$ cat config.mk
export PLATFORM = sky130hd
export DESIGN_NAME = fifo_wr_arbiter
export DESIGN_NICKNAME = d
export VERILOG_FILES = /design/src/rtl/fifo_wr_arbiter.sv
export SDC_FILE = /design/constraint.sdc
export NUM_CORES = 1
export LEC_CHECK = 0
export CAP_MARGIN = 10
export CORE_UTILIZATION = 29
export CTS_CLUSTER_SIZE = 28
export DETAILED_ROUTE_END_ITERATION = 8
export PLACE_DENSITY = 0.87
export SETUP_SLACK_MARGIN = 0.1
export SYNTH_ARGS = -nofsm -noshare
export SYNTH_HDL_FRONTEND = slang
export SYNTH_SLANG_ARGS = --single-unit
$ cat constraint.sdc
create_clock -name clk -period 4.2 [get_ports clk]
set_input_delay 0.84 -clock clk [delete_from_list [all_inputs] [get_ports clk]]
set_output_delay 0.84 -clock clk [all_outputs]
set_load 0.02 [all_outputs]
$ cat src/rtl/fifo_wr_arbiter.sv
`default_nettype none
// ============================================================================
//  Module      : fifo_wr_arbiter
//  Description : Four-port round-robin write arbiter feeding a simple FIFO.
//                An idle cycle picks a requester, starting the search at the
//                rotating pointer. That requester then holds the grant for up
//                to BURST writes. The grant also ends as soon as it drops its
//                request. A full FIFO stalls the burst in place.
//  Revision    : 1.0 - initial release
// ============================================================================
module fifo_wr_arbiter #(
    parameter int WIDTH = 32,
    parameter int BURST = 4
) (
    input  logic             clk,
    input  logic             reset,
    input  logic [3:0]       req,
    input  logic [WIDTH-1:0] din0,
    input  logic [WIDTH-1:0] din1,
    input  logic [WIDTH-1:0] din2,
    input  logic [WIDTH-1:0] din3,
    output logic [3:0]       ack,
    output logic             fifo_we,
    output logic [WIDTH-1:0] fifo_din,
    input  logic             fifo_full,
    output logic             grant_valid,
    output logic [1:0]       grant_id
);

    // burst_cnt value at which the current write is the last one of the grant
    localparam logic [3:0] c_last = 4'(BURST - 1);

    typedef enum logic [0:0] {
        ST_IDLE = 1'b0,
        ST_BUSY = 1'b1
    } state_t;

    state_t           r_state;
    logic [1:0]       r_rr_ptr;
    logic [3:0]       r_burst_cnt;
    logic [1:0]       r_grant_id;

    logic             w_busy;
    logic             w_req_sel;
    logic             w_we;
    logic [WIDTH-1:0] w_din_sel;
    logic             w_pick_found;
    logic [1:0]       w_pick_id;
    logic [1:0]       w_scan_idx;

    assign w_busy      = (r_state == ST_BUSY);
    assign w_req_sel   = req[r_grant_id];
    assign w_we        = w_busy && w_req_sel && !fifo_full;

    assign fifo_we     = w_we;
    assign fifo_din    = w_busy ? w_din_sel : '0;
    assign grant_valid = w_busy;
    assign grant_id    = r_grant_id;

    // Round-robin search: first requesting port at rr_ptr, rr_ptr+1, ... (mod 4)
    always_comb begin
        w_pick_found = 1'b0;
        w_pick_id    = 2'd0;
        w_scan_idx   = 2'd0;
        for (int k = 0; k < 4; k++) begin
            w_scan_idx = r_rr_ptr + 2'(k);
            if (!w_pick_found && req[w_scan_idx]) begin
                w_pick_found = 1'b1;
                w_pick_id    = w_scan_idx;
            end
        end
    end

    // Data mux for the grant holder
    always_comb begin
        w_din_sel = din0;
        case (r_grant_id)
            2'd0:    w_din_sel = din0;
            2'd1:    w_din_sel = din1;
            2'd2:    w_din_sel = din2;
            default: w_din_sel = din3;
        endcase
    end

    // Only the grant holder is acked, and only when its word actually goes in
    always_comb begin
        ack = 4'b0000;
        if (w_we) begin
            ack[r_grant_id] = 1'b1;
        end
    end

    // Grant state machine: IDLE arbitrates, BUSY streams the holder's words
    always_ff @(posedge clk or posedge reset) begin
        if (reset) begin
            r_state     <= ST_IDLE;
            r_rr_ptr    <= 2'd0;
            r_burst_cnt <= 4'd0;
            r_grant_id  <= 2'd0;
        end else begin
            case (r_state)
                ST_IDLE: begin
                    if (w_pick_found) begin
                        r_state     <= ST_BUSY;
                        r_grant_id  <= w_pick_id;
                        r_burst_cnt <= 4'd0;
                    end
                end
                ST_BUSY: begin
                    if (w_we) begin
                        r_burst_cnt <= r_burst_cnt + 4'd1;
                    end
                    // A withdrawn request or the final burst write releases the
                    // grant; the pointer moves past the holder for fairness.
                    if (!w_req_sel || (w_we && (r_burst_cnt == c_last))) begin
                        r_state    <= ST_IDLE;
                        r_rr_ptr   <= r_grant_id + 2'd1;
                        r_grant_id <= 2'd0;
                    end
                end
                default: begin
                    r_state <= ST_IDLE;
                end
            endcase
        end
    end

endmodule
`default_nettype wire

## Word-level counts from Yosys, hierarchy flattened

Index checks and enable logic that the tools add are counted.

| word-level totals | value |
|---|---|
| register bits after elaboration | 9 |
| output and inout port bits | 40 |
| bits of input ports | 135 |

| cells by class | value |
|---|---|
| magnitude comparators | 6 |
| mux-type cells | 32 |
| equal/unequal tests | 6 |
| reductions and logical operators | 17 |
| add/subtract/negate cells | 5 |
| bitwise logic cells | 1 |

Operators with widths:

| kind | count |
|---|---|
| 32-bit case mux with 3 select lines | 1 |
| 32-bit two-way mux | 1 |
| 2-bit by 3-bit less-than comparator with 1-bit output, second input constant | 5 |
| 1-bit two-way mux | 12 |
| 2-bit two-way mux | 6 |
| 4-bit two-way mux | 3 |
| 1-bit binary-select mux with 2-bit select | 5 |
| 4-bit case mux with 2 select lines | 1 |
| 1-bit logical AND | 7 |
| 2-bit AND reduction | 3 |
| 1-bit zero test | 5 |
| 2-bit by 1-bit adder with 2-bit output, second input constant | 2 |
| 2-bit adder, second input constant | 2 |
| 4-bit by 1-bit adder with 4-bit output, second input constant | 1 |
| 4-bit by 2-bit == test with 1-bit output, second input constant | 1 |
| 2-bit by 1-bit != test with 1-bit output, second input constant | 2 |
| 2-bit case mux with 2 select lines | 1 |
| 1-bit demux with 2-bit select | 1 |
| 2-bit by 1-bit == test with 1-bit output, second input constant | 1 |
| 2-bit == test, second input constant | 1 |
| 2-bit by 1-bit >= comparator with 1-bit output, second input constant | 1 |
| 2-bit zero test | 1 |
| 2-bit != test, second input constant | 1 |
| 1-bit case mux with 2 select lines | 1 |
| 2 further kinds | 2 |

## Logic depth before layout (Yosys ltp)

| logic depth | value |
|---|---|
| word-level depth | 14 |
| depth in mapped cells | 8 |

## Worst setup path after synthesis

No wires, ideal clock.

| timing | value |
|---|---|
| path type | flip-flop to output port |
| start point | register r_grant_id[1], in the netlist grant_id[1] |
| end point | output port fifo_din[10] |
| arrival time | 1.811 ns |
| path buffers | 2 |
| cell stages (with the launch flop) | 8 |
| slack | 1.549 ns |
| path through | dfrtp_1 > ha_1 > clkbuf_1 > clkbuf_1 > a222oi_1 > nor2_1 > a21oi_1 > nor2_1 |

| between the ends | value |
|---|---|
| word-level cells in the longest chain between the ends | 3 |
| elaborated cells on any way between the ends | 5 |
| classes of those cells | eq/ne: 2; mux: 2; reduce/logical: 1 |

Ends and longest elaborated chain:

| what | line | RTL |
|---|---|---|
| start: declaration | 41 | `logic [1:0] r_grant_id;` |
| start signal: assignment | 105 | `r_grant_id <= w_pick_id;` |
| 2-bit == test (tied with other cells) | 77 | `case (r_grant_id)` |
| 32-bit case mux with 3 select lines (*) | 77 |  |
| 32-bit two-way mux (*) | 56 | `assign fifo_din = w_busy ? w_din_sel : '0;` |
| end: declaration | 24 | `output logic [WIDTH-1:0] fifo_din,` |

Every way passes the cells marked *; elsewhere a longest branch is shown, timed or not.

## Worst setup path after layout

| timing | value |
|---|---|
| start point | input port req[1] |
| end point | output port ack[3] |

| between the ends | value |
|---|---|
| word-level cells in the longest chain between the ends | 5 |

Ends and longest elaborated chain:

| what | line | RTL |
|---|---|---|
| start: declaration | 17 | `input logic [3:0] req,` |
| 1-bit binary-select mux with 2-bit select | 52 | `assign w_req_sel = req[r_grant_id];` |
| 1-bit two-way mux (not written as such) | 52 |  |
| 1-bit logical AND (2 in a row) | 53 | `assign w_we = w_busy && w_req_sel && !fifo_full;` |
| 4-bit two-way mux | 88 | `if (w_we) begin` |
| end: declaration | 22 | `output logic [3:0] ack,` |

No other way between the ends. The select of a mux whose other input is x is not followed.

==> metrics.md <==
| Metric | Value |
|---|---|
| Status | finished, final reports clean |
| Buffers on Ports | 174 |
| Final Util | between 60 and 70% |
| Crit end category | output pin |
| Post-synth EDFFs | 0 |
| Yosys reg bits | 9 |
| Syn_nets | 359 |
| Leakage | 1.31 nW |
| Worst hold-check path type | reg -> reg |
| Least-Margin Pin Slew | 0.974 ns |
| Setup violations, final | 0 |
| # IOs | 175 |
| Synthesized area per cell | 6.72 um^2 |
| Die ar. | 5340 um^2 |
| Largest net degree at the start of global routing | 38 |
| Hold Path Sink | r_burst_cnt[3] |
| Top-area cell type share of the netlist area | between 20 and 25% |
| WL final | around 7600 um |
| Hold path cells | 1 |
| Hold Startpoint | r_burst_cnt[3] |
| Cts hold-fix bufs | 0 |
| Clk_lat worst skew | approximately 0.24 ns |
| GRT Util Overall | 26.1% |
| Final min period | 3.77 ns |
| RSZ-0062 raised after global routing | false |
| # rows | 25 |
| Detail Placement HPWL | 5790 um |
| VDD IR max | 389 uV |
| First-pass GRT wire length | approximately 11,000 um |
| Core area | 4790 um^2 |
| Synth Flop Type | dfrtp_1 |
| Setup CP Type | in -> out |
| Post-DR wirelength/cell | 17.2 um |
| Via/cell ratio | between 5 and 6 |
| R2R Setup Slk | 2.36 ns |
| RR Startpoint | grant_valid |
| Die height | roughly 73 um |
| Post-Syn Area | 1460 um^2 |
| Clock Skew | between 0.003 and 0.004 ns |
| Clock Path Buffers | 2 |
| Synth Warn # | 0 |
| Worst reg-to-reg path cell count | 4 |
| Worst rel slew slack | 34.5% |
| Leading area contributor after synthesis | a222oi_1 |
| Dominant cells by area after synthesis | a222oi_1 22%, nor2_1 17%, dfrtp_1 15% |
| Die X | 73.1 um |
| Worst Path Max Fanout | 9 |
| Slew Viols, Final | 0 |
| RR Endpoint | r_burst_cnt[3] |
| CTS Buf Count | 3 |
| Vias in the first global route | 2,217 |
| Pwr per Cell Area | approximately 550 nW/um^2 |
| Starting Density | 30.6% |
| Most frequent cell after synthesis | nor2_1 |
| Critical Path RT | around 3.4 ns |
| Crit start category | input pin |
| Share of cells above drive strength 1 | 4.51% |
| Total Nets Final | a little over 500 |
| CTS tree | built |
| Antenna diodes | 0 |
| Overflow after GRT | 0 |
| Syn Inst Count | approximately 220 |
| Initial antenna violation count | 0 |
| Sequential element share of the synthesized area | 15.4% |
| Commonest cells in the netlist | 65 x nor2_1, 33 x a21oi_1, 32 x a222oi_1 |
| Clk sinks | 9 |
| Setup Buffers After CTS | 0 |
| Critical Path Source | req[1] |
| Root Buffer | clkbuf_8 |
| Period utilisation layout | 89.8% |
| PostCTS Resize Cnt | 0 |
| Hold Violations, Final | 0 |
| Post-DRT Antenna Nets | 0 |
| Initial drt markers | ~200 |
| Count of cell types in the netlist | 32 |
| Layout Area Growth over Synthesis | 125% |
| H-tree Lvls | 1 |
| Clock transition at the registers of the reported paths | ~0.050 ns |
| Synth async-reset ratio | 100% |
| F_max | 265 MHz |
| Max_cap viols | 0 |
| Vias | 2,378 |
| Drt drc | 0 |
| Setup_tns | 0 ns |
| Gpl congestion | 0.898 |
| Critical path arrival | 2.93 ns |
| First-pass detailed-route iteration total | 6 |
| Fill cell count | 404 |
[area by class of cell]
cell class | instances | area (um^2) | share of cell area (%)
tap | 67 | 83.8 | 2.55
inverter | 5 | 18.8 | 0.571
timing repair buffer | 178 | 1780 | 54.2
clock buffer | 4 | 45.0 | 1.37
multi-input combinational | 181 | 1130 | 34.4
sequential | 9 | 225 | 6.85
[per-layer routing]
metal | wire [um] | up-vias | track usage, %
li1 | - | 1155 | -
met1 | 3100 | 1086 | 32.4
met2 | 3600 | 125 | 44.0
met3 | 815 | 12 | 7.60
met4 | 122 | 0 | 6.32
met5 | 0 | - | 0
[layout by cell type (no fill, tap or decap), drive strengths merged, types with 2 or more instances in the layout]
cell,count
and2,4
a21oi,33
nor2b,3
inv,5
nand2,7
a222oi,32
dfrtp,9
clkdlybuf4s50,174
o21ai,8
nand3,2
clkbuf,4
buf,4
ha,6
mux2i,4
mux2,2
nor2,65
[metrics by stage]
stage | power (mW) | setup WS (ns) | std cells | hold slack, ns | instance area [um^2]
2_1_floorplan | 1.05 | 1.55 | 218 | 0.431 | 1460
3_3_place_gp | 1.69 | 0.501 | 440 | 0.452 | 3240
3_5_place_dp | 1.70 | 0.430 | 440 | 0.466 | 3240
4_1_cts | 1.82 | 0.434 | 444 | 0.472 | 3290
5_1_grt | 1.96 | 0.321 | 444 | 0.495 | 3290
6_report | 1.82 | 0.427 | 444 | 0.469 | 3290
[report_power, final]
group	switching, mW	internal [mW]
clock network	0.0362	0.0663
registers	0.0568	0.119
logic	0.822	0.720
[cell families (layout without fill, tap and decap cells)]
| group | after synthesis | count (layout) | synth area share [%] |
|---|---|---|---|
| AND/OR/NAND/NOR | 88 | 88 | 26.6 |
| AO/OA/AOI/OAI | 79 | 79 | 39.1 |
| buffers and inverters | 28 | 187 | 7.44 |
| flip-flops | 9 | 9 | 15.4 |
| multiplexers | 7 | 7 | 5.81 |
| adder cells (fa/ha/maj) | 6 | 6 | 5.13 |
| XOR/XNOR | 1 | 1 | 0.598 |
[how the worst max path moves through the flow]
stage | end | cells after the start
2_1_floorplan | fifo_din[10] | 7
4_1_cts | ack[3] | 5
3_3_place_gp | ack[1] | 5
6_report | ack[3] | 5
5_1_grt | ack[1] | 5
3_5_place_dp | ack[3] | 5
[flip-flops by register name, summed over array words and instances (netlist names)]
name / cells
grant_id: 2
r_burst_cnt: 4
r_rr_ptr: 2
grant_valid: 1
[critical path, cell delays in order]
cell	delay, ns
clkdlybuf4s50_1	0.58
mux4_2	0.32
nor3b_4	0.39
and2_2	0.21
clkdlybuf4s50_1	0.59
No activity file was read; power rests on OpenSTA's default activity.
